===== src/rtl/ad9361_spi_sched_if.sv =====
// Request/response bus of the dual-AD9361 SPI scheduler.
// Handshake: a command on requester i is taken on the one cycle where req_valid[i] and req_ready[i] are both high; rsp_valid is a one-cycle strobe that is never back-pressured.
interface ad9361_spi_sched_if;
    logic [1:0]  req_valid;
    logic [1:0]  req_ready;
    logic [1:0]  req_chip;
    logic [1:0]  req_rnw;
    logic [19:0] req_addr;
    logic [15:0] req_wdata;
    logic        rsp_valid;
    logic        rsp_id;
    logic [7:0]  rsp_data;
    logic        busy;

    modport master (
        output req_valid, req_chip, req_rnw, req_addr, req_wdata,
        input  req_ready, rsp_valid, rsp_id, rsp_data, busy
    );

    modport slave (
        input  req_valid, req_chip, req_rnw, req_addr, req_wdata,
        output req_ready, rsp_valid, rsp_id, rsp_data, busy
    );
endinterface


===== src/rtl/ad9361_spi_sched.sv =====
// Shared SPI master for the two AD9361 transceivers with a two-requester
// round-robin scheduler; one 24-bit single-byte transaction at a time.
module ad9361_spi_sched #(
    parameter int CLK_DIV  = 4,
    parameter int CS_SETUP = 2,
    parameter int CS_HOLD  = 2,
    parameter int CS_GAP   = 4
) (
    input  logic               clk,
    input  logic               rst,
    ad9361_spi_sched_if.slave  bus,
    output logic               a_spi_sck,
    output logic               a_spi_di,
    output logic               a_spi_cs,
    input  logic               a_spi_do,
    output logic               b_spi_sck,
    output logic               b_spi_di,
    output logic               b_spi_cs,
    input  logic               b_spi_do,
    output logic [2:0]         state_dbg
);
    function automatic int max_of(input int x, input int y);
        return (x > y) ? x : y;
    endfunction

    localparam int CNT_MAX = max_of(max_of(max_of(2 * CLK_DIV, CS_SETUP),
                                           max_of(CS_HOLD, CS_GAP)), 24);
    localparam int CW = $clog2(CNT_MAX + 1);

    localparam logic [2:0] S_IDLE  = 3'd0;
    localparam logic [2:0] S_SETUP = 3'd1;
    localparam logic [2:0] S_SHIFT = 3'd2;
    localparam logic [2:0] S_HOLD  = 3'd3;
    localparam logic [2:0] S_GAP   = 3'd4;

    logic [2:0]    state;
    logic [CW-1:0] cnt;
    logic [CW-1:0] bit_cnt;
    logic          ptr;
    logic          gnt_id;
    logic          chip;
    logic          rnw;
    logic [23:0]   shreg;
    logic [7:0]    rdata;
    logic          rsp_valid_q;
    logic          rsp_id_q;
    logic [7:0]    rsp_data_q;

    logic          gnt;
    logic          grant_now;
    logic          sel_chip;
    logic          sel_rnw;
    logic [9:0]    sel_addr;
    logic [7:0]    sel_wdata;
    logic          active;
    logic          sck_int;
    logic          di_int;
    logic          sdo;

    // The pointer names the requester that wins when both are asking.
    always_comb begin
        gnt = 1'b0;
        if (bus.req_valid == 2'b11) gnt = ptr;
        else                        gnt = bus.req_valid[1];
    end

    assign grant_now     = (state == S_IDLE) && !rst && (bus.req_valid != 2'b00);
    assign bus.req_ready = grant_now ? (gnt ? 2'b10 : 2'b01) : 2'b00;

    assign sel_chip  = bus.req_chip[gnt];
    assign sel_rnw   = bus.req_rnw[gnt];
    assign sel_addr  = gnt ? bus.req_addr[19:10]  : bus.req_addr[9:0];
    assign sel_wdata = gnt ? bus.req_wdata[15:8]  : bus.req_wdata[7:0];

    always_ff @(posedge clk) begin
        if (rst) begin
            state       <= S_IDLE;
            cnt         <= '0;
            bit_cnt     <= '0;
            ptr         <= 1'b0;
            gnt_id      <= 1'b0;
            chip        <= 1'b0;
            rnw         <= 1'b0;
            shreg       <= '0;
            rdata       <= '0;
            rsp_valid_q <= 1'b0;
            rsp_id_q    <= 1'b0;
            rsp_data_q  <= '0;
        end else begin
            rsp_valid_q <= 1'b0;
            case (state)
                S_IDLE: begin
                    if (grant_now) begin
                        gnt_id <= gnt;
                        ptr    <= ~gnt;
                        chip   <= sel_chip;
                        rnw    <= sel_rnw;
                        shreg  <= {~sel_rnw, 5'b00000, sel_addr, sel_rnw ? 8'h00 : sel_wdata};
                        cnt    <= '0;
                        state  <= S_SETUP;
                    end
                end
                S_SETUP: begin
                    if (cnt == CW'(CS_SETUP - 1)) begin
                        cnt     <= '0;
                        bit_cnt <= '0;
                        state   <= S_SHIFT;
                    end else begin
                        cnt <= cnt + 1'b1;
                    end
                end
                S_SHIFT: begin
                    // First high-phase cycle: the chip's DO has been stable since the falling edge.
                    if (cnt == CW'(CLK_DIV) && bit_cnt >= CW'(16))
                        rdata <= {rdata[6:0], sdo};
                    if (cnt == CW'(2 * CLK_DIV - 1)) begin
                        cnt   <= '0;
                        shreg <= {shreg[22:0], 1'b0};
                        if (bit_cnt == CW'(23)) state <= S_HOLD;
                        else                    bit_cnt <= bit_cnt + 1'b1;
                    end else begin
                        cnt <= cnt + 1'b1;
                    end
                end
                S_HOLD: begin
                    if (cnt == CW'(CS_HOLD - 1)) begin
                        cnt         <= '0;
                        state       <= S_GAP;
                        rsp_valid_q <= 1'b1;
                        rsp_id_q    <= gnt_id;
                        rsp_data_q  <= rnw ? rdata : 8'h00;
                    end else begin
                        cnt <= cnt + 1'b1;
                    end
                end
                S_GAP: begin
                    if (cnt == CW'(CS_GAP - 1)) begin
                        cnt   <= '0;
                        state <= S_IDLE;
                    end else begin
                        cnt <= cnt + 1'b1;
                    end
                end
                default: state <= S_IDLE;
            endcase
        end
    end

    assign active  = (state == S_SETUP) || (state == S_SHIFT) || (state == S_HOLD);
    assign sck_int = (state == S_SHIFT) && (cnt >= CW'(CLK_DIV));
    assign di_int  = ((state == S_SETUP) || (state == S_SHIFT)) && shreg[23];
    assign sdo     = chip ? b_spi_do : a_spi_do;

    // The unaddressed chip is held fully idle.
    assign a_spi_cs  = ~(active && !chip);
    assign a_spi_sck = sck_int && !chip;
    assign a_spi_di  = di_int && !chip;
    assign b_spi_cs  = ~(active && chip);
    assign b_spi_sck = sck_int && chip;
    assign b_spi_di  = di_int && chip;

    assign bus.busy      = (state != S_IDLE);
    assign bus.rsp_valid = rsp_valid_q;
    assign bus.rsp_id    = rsp_id_q;
    assign bus.rsp_data  = rsp_data_q;
    assign state_dbg     = state;
endmodule


===== src/flat_wrapper.sv =====
// flat-port wrapper written by rule: the top's interface ports become plain ports
module ad9361_spi_sched_flat 
#(
    parameter int CLK_DIV  = 4,
    parameter int CS_SETUP = 2,
    parameter int CS_HOLD  = 2,
    parameter int CS_GAP   = 4
)
  (clk, rst, a_spi_sck, a_spi_di, a_spi_cs, a_spi_do, b_spi_sck, b_spi_di, b_spi_cs, b_spi_do, state_dbg, bus_req_valid, bus_req_chip, bus_req_rnw, bus_req_addr, bus_req_wdata, bus_req_ready, bus_rsp_valid, bus_rsp_id, bus_rsp_data, bus_busy);
  ad9361_spi_sched_if bus_i ();
  input  logic clk;
  input  logic rst;
  output logic a_spi_sck;
  output logic a_spi_di;
  output logic a_spi_cs;
  input  logic a_spi_do;
  output logic b_spi_sck;
  output logic b_spi_di;
  output logic b_spi_cs;
  input  logic b_spi_do;
  output logic [2:0] state_dbg;
  input wire logic [$bits(bus_i.req_valid)-1:0] bus_req_valid;
  input wire logic [$bits(bus_i.req_chip)-1:0] bus_req_chip;
  input wire logic [$bits(bus_i.req_rnw)-1:0] bus_req_rnw;
  input wire logic [$bits(bus_i.req_addr)-1:0] bus_req_addr;
  input wire logic [$bits(bus_i.req_wdata)-1:0] bus_req_wdata;
  output wire logic [$bits(bus_i.req_ready)-1:0] bus_req_ready;
  output wire logic [$bits(bus_i.rsp_valid)-1:0] bus_rsp_valid;
  output wire logic [$bits(bus_i.rsp_id)-1:0] bus_rsp_id;
  output wire logic [$bits(bus_i.rsp_data)-1:0] bus_rsp_data;
  output wire logic [$bits(bus_i.busy)-1:0] bus_busy;
  assign bus_i.req_valid = bus_req_valid;
  assign bus_i.req_chip = bus_req_chip;
  assign bus_i.req_rnw = bus_req_rnw;
  assign bus_i.req_addr = bus_req_addr;
  assign bus_i.req_wdata = bus_req_wdata;
  assign bus_req_ready = bus_i.req_ready;
  assign bus_rsp_valid = bus_i.rsp_valid;
  assign bus_rsp_id = bus_i.rsp_id;
  assign bus_rsp_data = bus_i.rsp_data;
  assign bus_busy = bus_i.busy;
  ad9361_spi_sched #(.CLK_DIV(CLK_DIV), .CS_SETUP(CS_SETUP), .CS_HOLD(CS_HOLD), .CS_GAP(CS_GAP)) u_core (.clk(clk), .rst(rst), .bus(bus_i), .a_spi_sck(a_spi_sck), .a_spi_di(a_spi_di), .a_spi_cs(a_spi_cs), .a_spi_do(a_spi_do), .b_spi_sck(b_spi_sck), .b_spi_di(b_spi_di), .b_spi_cs(b_spi_cs), .b_spi_do(b_spi_do), .state_dbg(state_dbg));
endmodule

===== config.mk =====
export PLATFORM = sky130hd
export DESIGN_NAME = ad9361_spi_sched_flat
export DESIGN_NICKNAME = d
export VERILOG_FILES = /design/src/rtl/ad9361_spi_sched_if.sv /design/src/rtl/ad9361_spi_sched.sv /design/src/flat_wrapper.sv
export SDC_FILE = /design/constraint.sdc
export NUM_CORES = 1
export LEC_CHECK = 0
export BUFFER_PORTS_ARGS = -buffer_cell sky130_fd_sc_hd__buf_4
export CORE_UTILIZATION = 42
export CTS_BUF_LIST = sky130_fd_sc_hd__clkbuf_4
export CTS_CLUSTER_SIZE = 25
export DETAILED_ROUTE_END_ITERATION = 6
export MAX_ROUTING_LAYER = met4
export PLACE_DENSITY = 0.63
export SLEW_MARGIN = 25
export SYNTH_ARGS = -nofsm -noshare
export SYNTH_HDL_FRONTEND = slang
export SYNTH_SLANG_ARGS = --single-unit

===== constraint.sdc =====
create_clock -name clk -period 2.65 [get_ports clk]
set_input_delay 0.53 -clock clk [delete_from_list [all_inputs] [get_ports clk]]
set_output_delay 0.53 -clock clk [all_outputs]
set_load 0.01 [all_outputs]

Word-level counts from Yosys, hierarchy flattened:

Index checks and enable logic that the tools add are counted.

* flip-flop bits (word level): 59
* bits of input ports: 46
* word-level logic and storage cells: 101

* add/subtract/negate cells: 2
* magnitude comparators: 3
* eq/ne operators: 17
* muxes and demuxes: 32
* bitwise operators: 5
* reductions and logical operators: 30

Operators by type and width (number)
* $mux W24: 2
* $pmux W24 S2: 1
* $mux W5: 7
* $mux W8: 3
* $pmux W5 S4: 1
* $mux W3: 6
* $pmux W3 S5: 1
* $ne A2 B1 Y1 const B: 6
* $logic_and A1 B1 Y1: 11
* $add A5 B1 Y5 const B: 2
* $eq A5 B3 Y1 const B: 2
* $mux W10: 1
* $pmux W5 S2: 1
* $reduce_and A2 Y1: 4
* $mux W1: 7
* $eq A3 B2 Y1 const B: 2
* $reduce_and A6 Y1: 1
* $reduce_bool A2 Y1: 3
* $eq A5 B1 Y1 const B: 1
* $eq A5 B2 Y1 const B: 1
* $eq A5 B5 Y1 const B: 1
* $ge A5 B3 Y1 const B: 1
* $ge A5 B5 Y1 const B: 1
* $not A1 Y1: 5
* other kinds (14): 18

Depth between registers and ports, before layout:

Gate-level depths: netlist (run 1).

* depth after elaboration: 7
* mapped depth: 7

Worst setup path before layout (run 1):

OpenSTA, ideal clock, no wires.

* path type: reg2out
* start point: reg u_core.state[0] (netlist: u_core.state_dbg[0])
* end point: out b_spi_sck
* arrival time: 1.569 ns
* data required time: 2.120 ns
* slack: 0.551 ns
* stages on the path, launching flop included: 6
* buffers on the path: 2
* cells stage by stage: dfxtp_1 clkbuf_1 nor2_1 and2_1 clkbuf_1 and3_1

* longest elaborated chain between the ends: 3

RTL lines
* start, declared: line ad9361_spi_sched.sv:36 `logic [2:0] state;`
* start signal, assigned: line ad9361_spi_sched.sv:77 `state <= S_IDLE;`
* start signal, assigned: line ad9361_spi_sched.sv:100 `state <= S_SETUP;`
* start signal, assigned: line ad9361_spi_sched.sv:107 `state <= S_SHIFT;`
* $eq A3 B2 Y1: line ad9361_spi_sched.sv:150 `assign sck_int = (state == S_SHIFT) && (cnt >= CW'(CLK_DIV));`
* $logic_and A1 B1 Y1: line ad9361_spi_sched.sv:150
* $logic_and A1 B1 Y1: line ad9361_spi_sched.sv:159 `assign b_spi_sck = sck_int && chip;`
* end, declared: line flat_wrapper.sv:17 `output logic b_spi_sck;`

No other way between the ends.

Worst setup path after layout (run 1):

* start point: reg u_core.state[1] (netlist: u_core.state_dbg[1])
* end point: out a_spi_sck

* longest elaborated chain between the ends: 3

RTL lines
* $eq A3 B2 Y1: line ad9361_spi_sched.sv:150
* $logic_and A1 B1 Y1: line ad9361_spi_sched.sv:150
* $logic_and A1 B1 Y1: line ad9361_spi_sched.sv:156 `assign a_spi_sck = sck_int && !chip;`
* end, declared: line flat_wrapper.sv:13 `output logic a_spi_sck;`

No other way between the ends.

==> impl_metrics.py, run 1 <==
metrics = {
    "run_status": {
        "status": "finished, final reports clean",
    },
    "critical_path": {
        "slowest_delay_ns": 0.55,
        "worst-path-max-fanout": 15,
        "cp.arrival_ns": 1.94,
        "crit_top_cell": "buf_4",
        "crit_start": "u_core.state_dbg[1]$_SDFFE_PP0P_",
        "critPathBufInv": 2,
        "crit_path_end_kind": "primary output",
        "critPathTopFamily": "simple AND/OR/NAND/NOR gates",
        "r2r_slack_ns": 0.48,
        "worstPathRequired_ns": 2.12,
        "path_cells": "or3b_1, buf_4, nor3_1, buf_4",
        "startpoint_type": "register",
        "crit_slowest_cell": "dfxtp_1",
        "reg2reg_from": "u_core.cnt[0]$_SDFFE_PP0P_",
        "path_class": "reg2out",
    },
    "placement": {
        "gp_congestion": 0.881,
        "portBuffers": 67,
        "hpwlAfterDp_um": 5500,
        "dp.cells": 507,
    },
    "sta": {
        "clock_skew_ns": 0.00901,
        "finalSetupViolCount": 0,
        "hold_viol": 0,
        "fmax_mhz": 406,
        "period_share_pct": 93.0,
        "slew_headroom_pct": 48.6,
        "post-route-min-period_ns": 2.47,
        "rsz0062_at_grt": "false",
        "timing.hold.ws_ns": 0.384,
        "setup_tns_ns": 0,
        "slew_viol_final": 0,
        "tightest_slew_ns": 0.767,
    },
    "synth": {
        "synthArstFlopShare_pct": 0,
        "synth_nets": 414,
        "ys_ff_latch": 59,
        "synthFlopType": "dfxtp_1",
        "synth_edf_count": 0,
        "synthCells": 364,
        "synthXorXnorAreaFrac_pct": 0,
        "ys_seq_area_share_pct": 39.3,
        "syn_area_um2": 3010,
        "ys_warn_count": 0,
        "synth_compound_area_share_pct": 20.2,
        "synth_top_family_by_area": "simple AND/OR/NAND/NOR gates",
        "synthSimpleGateAreaFrac_pct": 26.3,
        "yosys-mux-area-fraction_pct": 6.20,
        "synth_cell_types": 56,
        "synth-adder-area-share_pct": 1.66,
        "syn_area_per_cell_um2": 8.26,
    },
    "cells_and_area": {
        "fillers": 680,
        "layout_commonest_cell": "buf_4",
        "area_growth_pct": 23.0,
        "diodes": 0,
        "final_nets": 472,
        "multi_input_area_um2": 1640,
        "fin_cells": 523,
        "regArea_um2": 1180,
        "post_route_cells_drive_above_1_share_pct": 24.1,
        "final_cell_mix": "76 x buf_4, 59 x dfxtp_1, 39 x nand2_1",
    },
    "pwr": {
        "power_density_nw_per_um2": 525,
        "leakagePower_uw": 0.00155,
        "vdd_drop_max_v": 0.000382,
    },
    "drt": {
        "wl_per_cell_um": 14.8,
        "route.detailed.drc": 0,
        "ant_nets": 0,
        "drt_iter0_drc": 132,
        "vias": 2882,
        "drt_pass1_iterations": 4,
        "via_per_inst": 5.51,
        "wirelength_um": 7730,
    },
    "floorplanning": {
        "pin_count": 68,
        "dieArea_um2": 7500,
        "start_util_pct": 43.8,
        "placementRows": 30,
        "core_um2": 6870,
        "die_w_um": 86.6,
        "chipHeight_um": 86.6,
    },
    "clock_network": {
        "cts_setup_buffers": 0,
        "cts_root_buf": "clkbuf_4",
        "clock-sinks": 59,
        "postCtsHoldBufs": 0,
        "tritoncts": "built",
        "clk_latency_ns": 0.40,
        "clk_pin_slew_ns": 0.10,
        "cts_buffers": 9,
        "cts_max_level": 3,
        "post_cts_resized": 0,
        "clk_path_buf_depth": 2,
    },
    "min_path": {
        "holdCritStartpoint": "bus_req_wdata[8]",
        "hold_path.class": "in2reg",
    },
    "global_routing": {
        "antenna_found_initial": 0,
        "grt_max_degree": 27,
        "grt_pass1_wl_um": 12800,
        "overflow": 0,
        "grt_pass1_vias": 2684,
        "grt_usage_pct": 22.7,
    },
    "run": {
        "drv_cap": 0,
    },
}
[Yosys cell counts, types with 4 or more instances]
cell      number  area [um2]
clkbuf_1      19        71.3
buf_2          5        25.0
nand4_1        9        56.3
o32ai_1       11        96.3
o21ai_0       17        85.1
nor3_1         6        30.0
or3_1          4        25.0
nand2_1       39         146
dfxtp_1       59        1180
and3_1        12        75.1
nand3_1       18        90.1
a211oi_1      11        82.6
o221ai_1       6        52.6
ha_1           4        50.1
nor2b_1        4        25.0
a21oi_1       25         125
mux2i_1       15         150
nor2_1        31         116
inv_1         15        56.3
[power by group]
part	internal, uW	total [uW]	switching [uW]
registers	930	970	40.5
logic	157	337	180
clock network	284	634	351
total	1370	1940	571
[logic make-up after synthesis]
kind of cell | count (synthesis)
and+or+nand+nor | 149
adders and majority gates | 4
DFF | 59
buffers and inverters | 44
muxes | 18
AOI/OAI and AO/OA | 90
[worst min-delay path, delay by kind of cell]
family | cells | cell delay, ns
muxes | 1 | 0.05
buffers and inverters | 1 | 0.07
AOI/OAI and AO/OA | 1 | 0.09
[flip-flops by register name (all words and copies together) (netlist names)]
| register | flops |
|---|---|
| u_core.bus.rsp_id | 1 |
| u_core.gnt_id | 1 |
| u_core.bit_cnt | 5 |
| u_core.cnt | 5 |
| u_core.ptr | 1 |
| u_core.bus.rsp_valid | 1 |
| u_core.bus.rsp_data | 8 |
| u_core.rdata | 8 |
| u_core.shreg | 24 |
| u_core.state_dbg | 3 |
| u_core.rnw | 1 |
| u_core.chip | 1 |
[final timing paths]
path / to / cells after the start
hold reg to reg: u_core.bus.rsp_data[4]$_SDFFE_PP0P_ / 2
setup reg to reg: u_core.shreg[23]$_SDFFE_PP0P_ / 5
hold / removal: u_core.shreg[0]$_SDFFE_PP0P_ / 3
setup / recovery: a_spi_sck / 4
[stage by stage]
stage / total power, uW / area, um2 / util [%] / setup WS [ns]
2_1_floorplan: 1190 / 3010 / - / 0.551
3_3_place_gp: 1320 / 3560 / 51.9 / 0.544
3_5_place_dp: 1330 / 3560 / 51.9 / 0.486
4_1_cts: 1960 / 3700 / 53.8 / 0.156
5_1_grt: 2060 / 3700 / 53.8 / 0.0502
6_report: 1940 / 3700 / 53.8 / 0.185
[routing by layer]
metal  wire [um]  global-route usage [%]  up-vias
li1            -                       -     1441
met1        3740                    29.8     1363
met2        3480                    34.4       74
met3         462                    7.05        4
met4          38                    4.55        0
met5           0                       -        -
[final cells by class]
class                      count  area share, %
multi-input combinational    261           44.2
clock inverter                 7           1.83
clock buffer                   9           1.83
sequential                    59           31.9
inverter                      15           1.52
timing repair buffer          76           15.4
tap                           96           3.25
Power figures use the tool's default switching activity.
==> inputs of run 2 (changes only) <==
Settings changed: CORE_MARGIN set to 1, REMOVE_ABC_BUFFERS set to 1.
==> run 2 against run 1 <==
Net effect: global-route usage decreased by 0.12 points; flip-flop and latch count unchanged; combinational power increased by 1%; power increased by 5.7%; critical path depth increased by 1; critical endpoint is now bus_req_ready[1]; largest power group unchanged; highest routed layer unchanged.
==> impl_metrics.py, run 2 (synthesis gave the netlist of run 1 again) <==
metrics = {
    "run_status": {
        "status": "finished, final reports clean",
    },
    "cells_and_area": {
        "final_util_pct": 54.3,
        "fin_cells": 524,
        "largest_reg_flops": 24,
        "final_nets": 473,
        "area_growth_pct": 24.1,
        "top_register": "u_core.shreg",
        "layout_commonest_cell": "buf_4",
        "final_cell_mix": "77 x buf_4, 59 x dfxtp_1, 39 x nand2_1",
        "post_route_cells_drive_above_1_share_pct": 24.3,
        "diodes": 0,
    },
    "min_path": {
        "min_path_cells": 2,
        "holdCritStartpoint": "rst",
        "hold_path.class": "in2reg",
        "min_delay_worst_endpoint": "u_core.bit_cnt[2]$_SDFFE_PP0P_",
    },
    "floorplanning": {
        "start_util_pct": 43.8,
        "chipHeight_um": 86.6,
        "pin_count": 68,
        "dieArea_um2": 7500,
        "die_w_um": 86.6,
        "placementRows": 30,
        "core_um2": 6870,
    },
    "critical_path": {
        "cp.arrival_ns": 1.89,
        "reg2reg_from": "u_core.cnt[0]$_SDFFE_PP0P_",
        "crit_start": "u_core.state_dbg[1]$_SDFFE_PP0P_",
        "reg2reg_to": "u_core.shreg[14]$_SDFFE_PP0P_",
        "worstPathRequired_ns": 2.12,
        "path_class": "reg2out",
        "r2r_slack_ns": 0.49,
        "worst-path-max-fanout": 15,
        "crit_path_end_kind": "primary output",
        "r2r_cells": 5,
        "startpoint_type": "register",
    },
    "drt": {
        "via_per_inst": 5.36,
        "wirelength_um": 7670,
        "vias": 2811,
        "drt_pass1_iterations": 4,
        "drt_iter0_drc": 149,
        "wl_per_cell_um": 14.6,
        "route.detailed.drc": 0,
        "ant_nets": 0,
    },
    "global_routing": {
        "antenna_found_initial": 0,
        "grt_pass1_vias": 2712,
        "overflow": 0,
        "grt_max_degree": 34,
        "grt_usage_pct": 22.6,
        "grt_pass1_wl_um": 12900,
    },
    "clock_network": {
        "tritoncts": "built",
        "clk_path_buf_depth": 2,
        "postCtsHoldBufs": 0,
        "post_cts_resized": 0,
        "clk_latency_ns": 0.41,
        "clock-sinks": 59,
        "clk_pin_slew_ns": 0.10,
        "cts_max_level": 3,
        "cts_buffers": 9,
        "cts_setup_buffers": 0,
        "cts_root_buf": "clkbuf_4",
    },
    "sta": {
        "fmax_mhz": 412,
        "setup_tns_ns": 0,
        "tightest_slew_ns": 0.562,
        "post-route-min-period_ns": 2.42,
        "hold_viol": 0,
        "period_share_pct": 91.5,
        "slew_viol_final": 0,
        "clock_skew_ns": 0.0138,
        "slew_headroom_pct": 62.2,
        "finalSetupViolCount": 0,
        "rsz0062_at_grt": "false",
    },
    "pwr": {
        "leakagePower_uw": 0.00158,
        "vdd_drop_max_v": 0.000344,
        "switching_share_pct": 27.4,
        "power_frac_seq_pct": 47.3,
        "p_switching_uw": 562,
        "comb_power_share_pct": 16.6,
        "power_density_nw_per_um2": 550,
        "p_clk_share_pct": 36.1,
        "power_uw": 2050,
        "intPower_uw": 1490,
    },
    "placement": {
        "hpwlAfterDp_um": 5520,
        "gp_congestion": 0.870,
        "dp.cells": 508,
        "portBuffers": 67,
    },
    "run": {
        "drv_cap": 0,
    },
}
-- run 2: cell count changes in the layout (fill, tap and decap cells not counted), sizes merged --
cell | before | now
clkbuf | 9 | 11
clkinvlp | 2 | 0
buf | 76 | 77
bufinv | 1 | 2
inv | 16 | 15
-- run 2: worst max path at each step --
stage / end / slack (ns) / cells past startpoint
floorplan: u_core.rdata[0]$_SDFFE_PP0P_ / 0.37 / 4
global placement: u_core.shreg[15]$_SDFFE_PP0P_ / 0.58 / 5
detailed placement: u_core.shreg[9]$_SDFFE_PP0P_ / 0.53 / 5
CTS: a_spi_sck / 0.20 / 4
global route: bus_req_ready[0] / 0.13 / 5
finish: bus_req_ready[1] / 0.23 / 5
-- run 2: area by class of cell --
cell class / instances / area (um2)
Clock buffer: 11 / 82.6
Clock inverter: 5 / 77.6
Tap cell: 96 / 120
Timing Repair Buffer: 77 / 578
Fill cell: 676 / 3140
Inverter: 15 / 56.3
Multi-Input combinational cell: 261 / 1640
Sequential cell: 59 / 1180
-- run 2: power by group through the flow --
stage	Combinational (uW)	Clock [uW]	Sequential, uW
after floorplan	188	0	981
after global placement	338	0	989
after detailed placement	340	0	991
after CTS	342	758	970
after global routing	378	791	976
final	341	741	971
-- run 2: through the flow --
step	hold slack [ns]	worst slack (ns)	area (um2)
after CTS	0.365	0.203	3730
final	0.380	0.226	3730
after detailed placement	0.442	0.533	3570
after global placement	0.436	0.581	3570
after floorplan	0.418	0.374	2870
after global routing	0.369	0.126	3730
-- run 2: per-layer routing --
metal	GRT usage [%]	part of all wire [%]	vias up
met4	9.55	2.2	0
met5	-	0	-
met1	29.0	47	1282
li1	-	-	1445
met3	5.71	5.2	18
met2	33.6	46	66
-- run 2: worst max-delay path: stages (launching register included) --
cell and delay [ns]:
dfxtp_1 0.39, buf_4 0.22, nor2_1 0.23, nand3b_1 0.24
nor2_1 0.24, buf_4 0.16
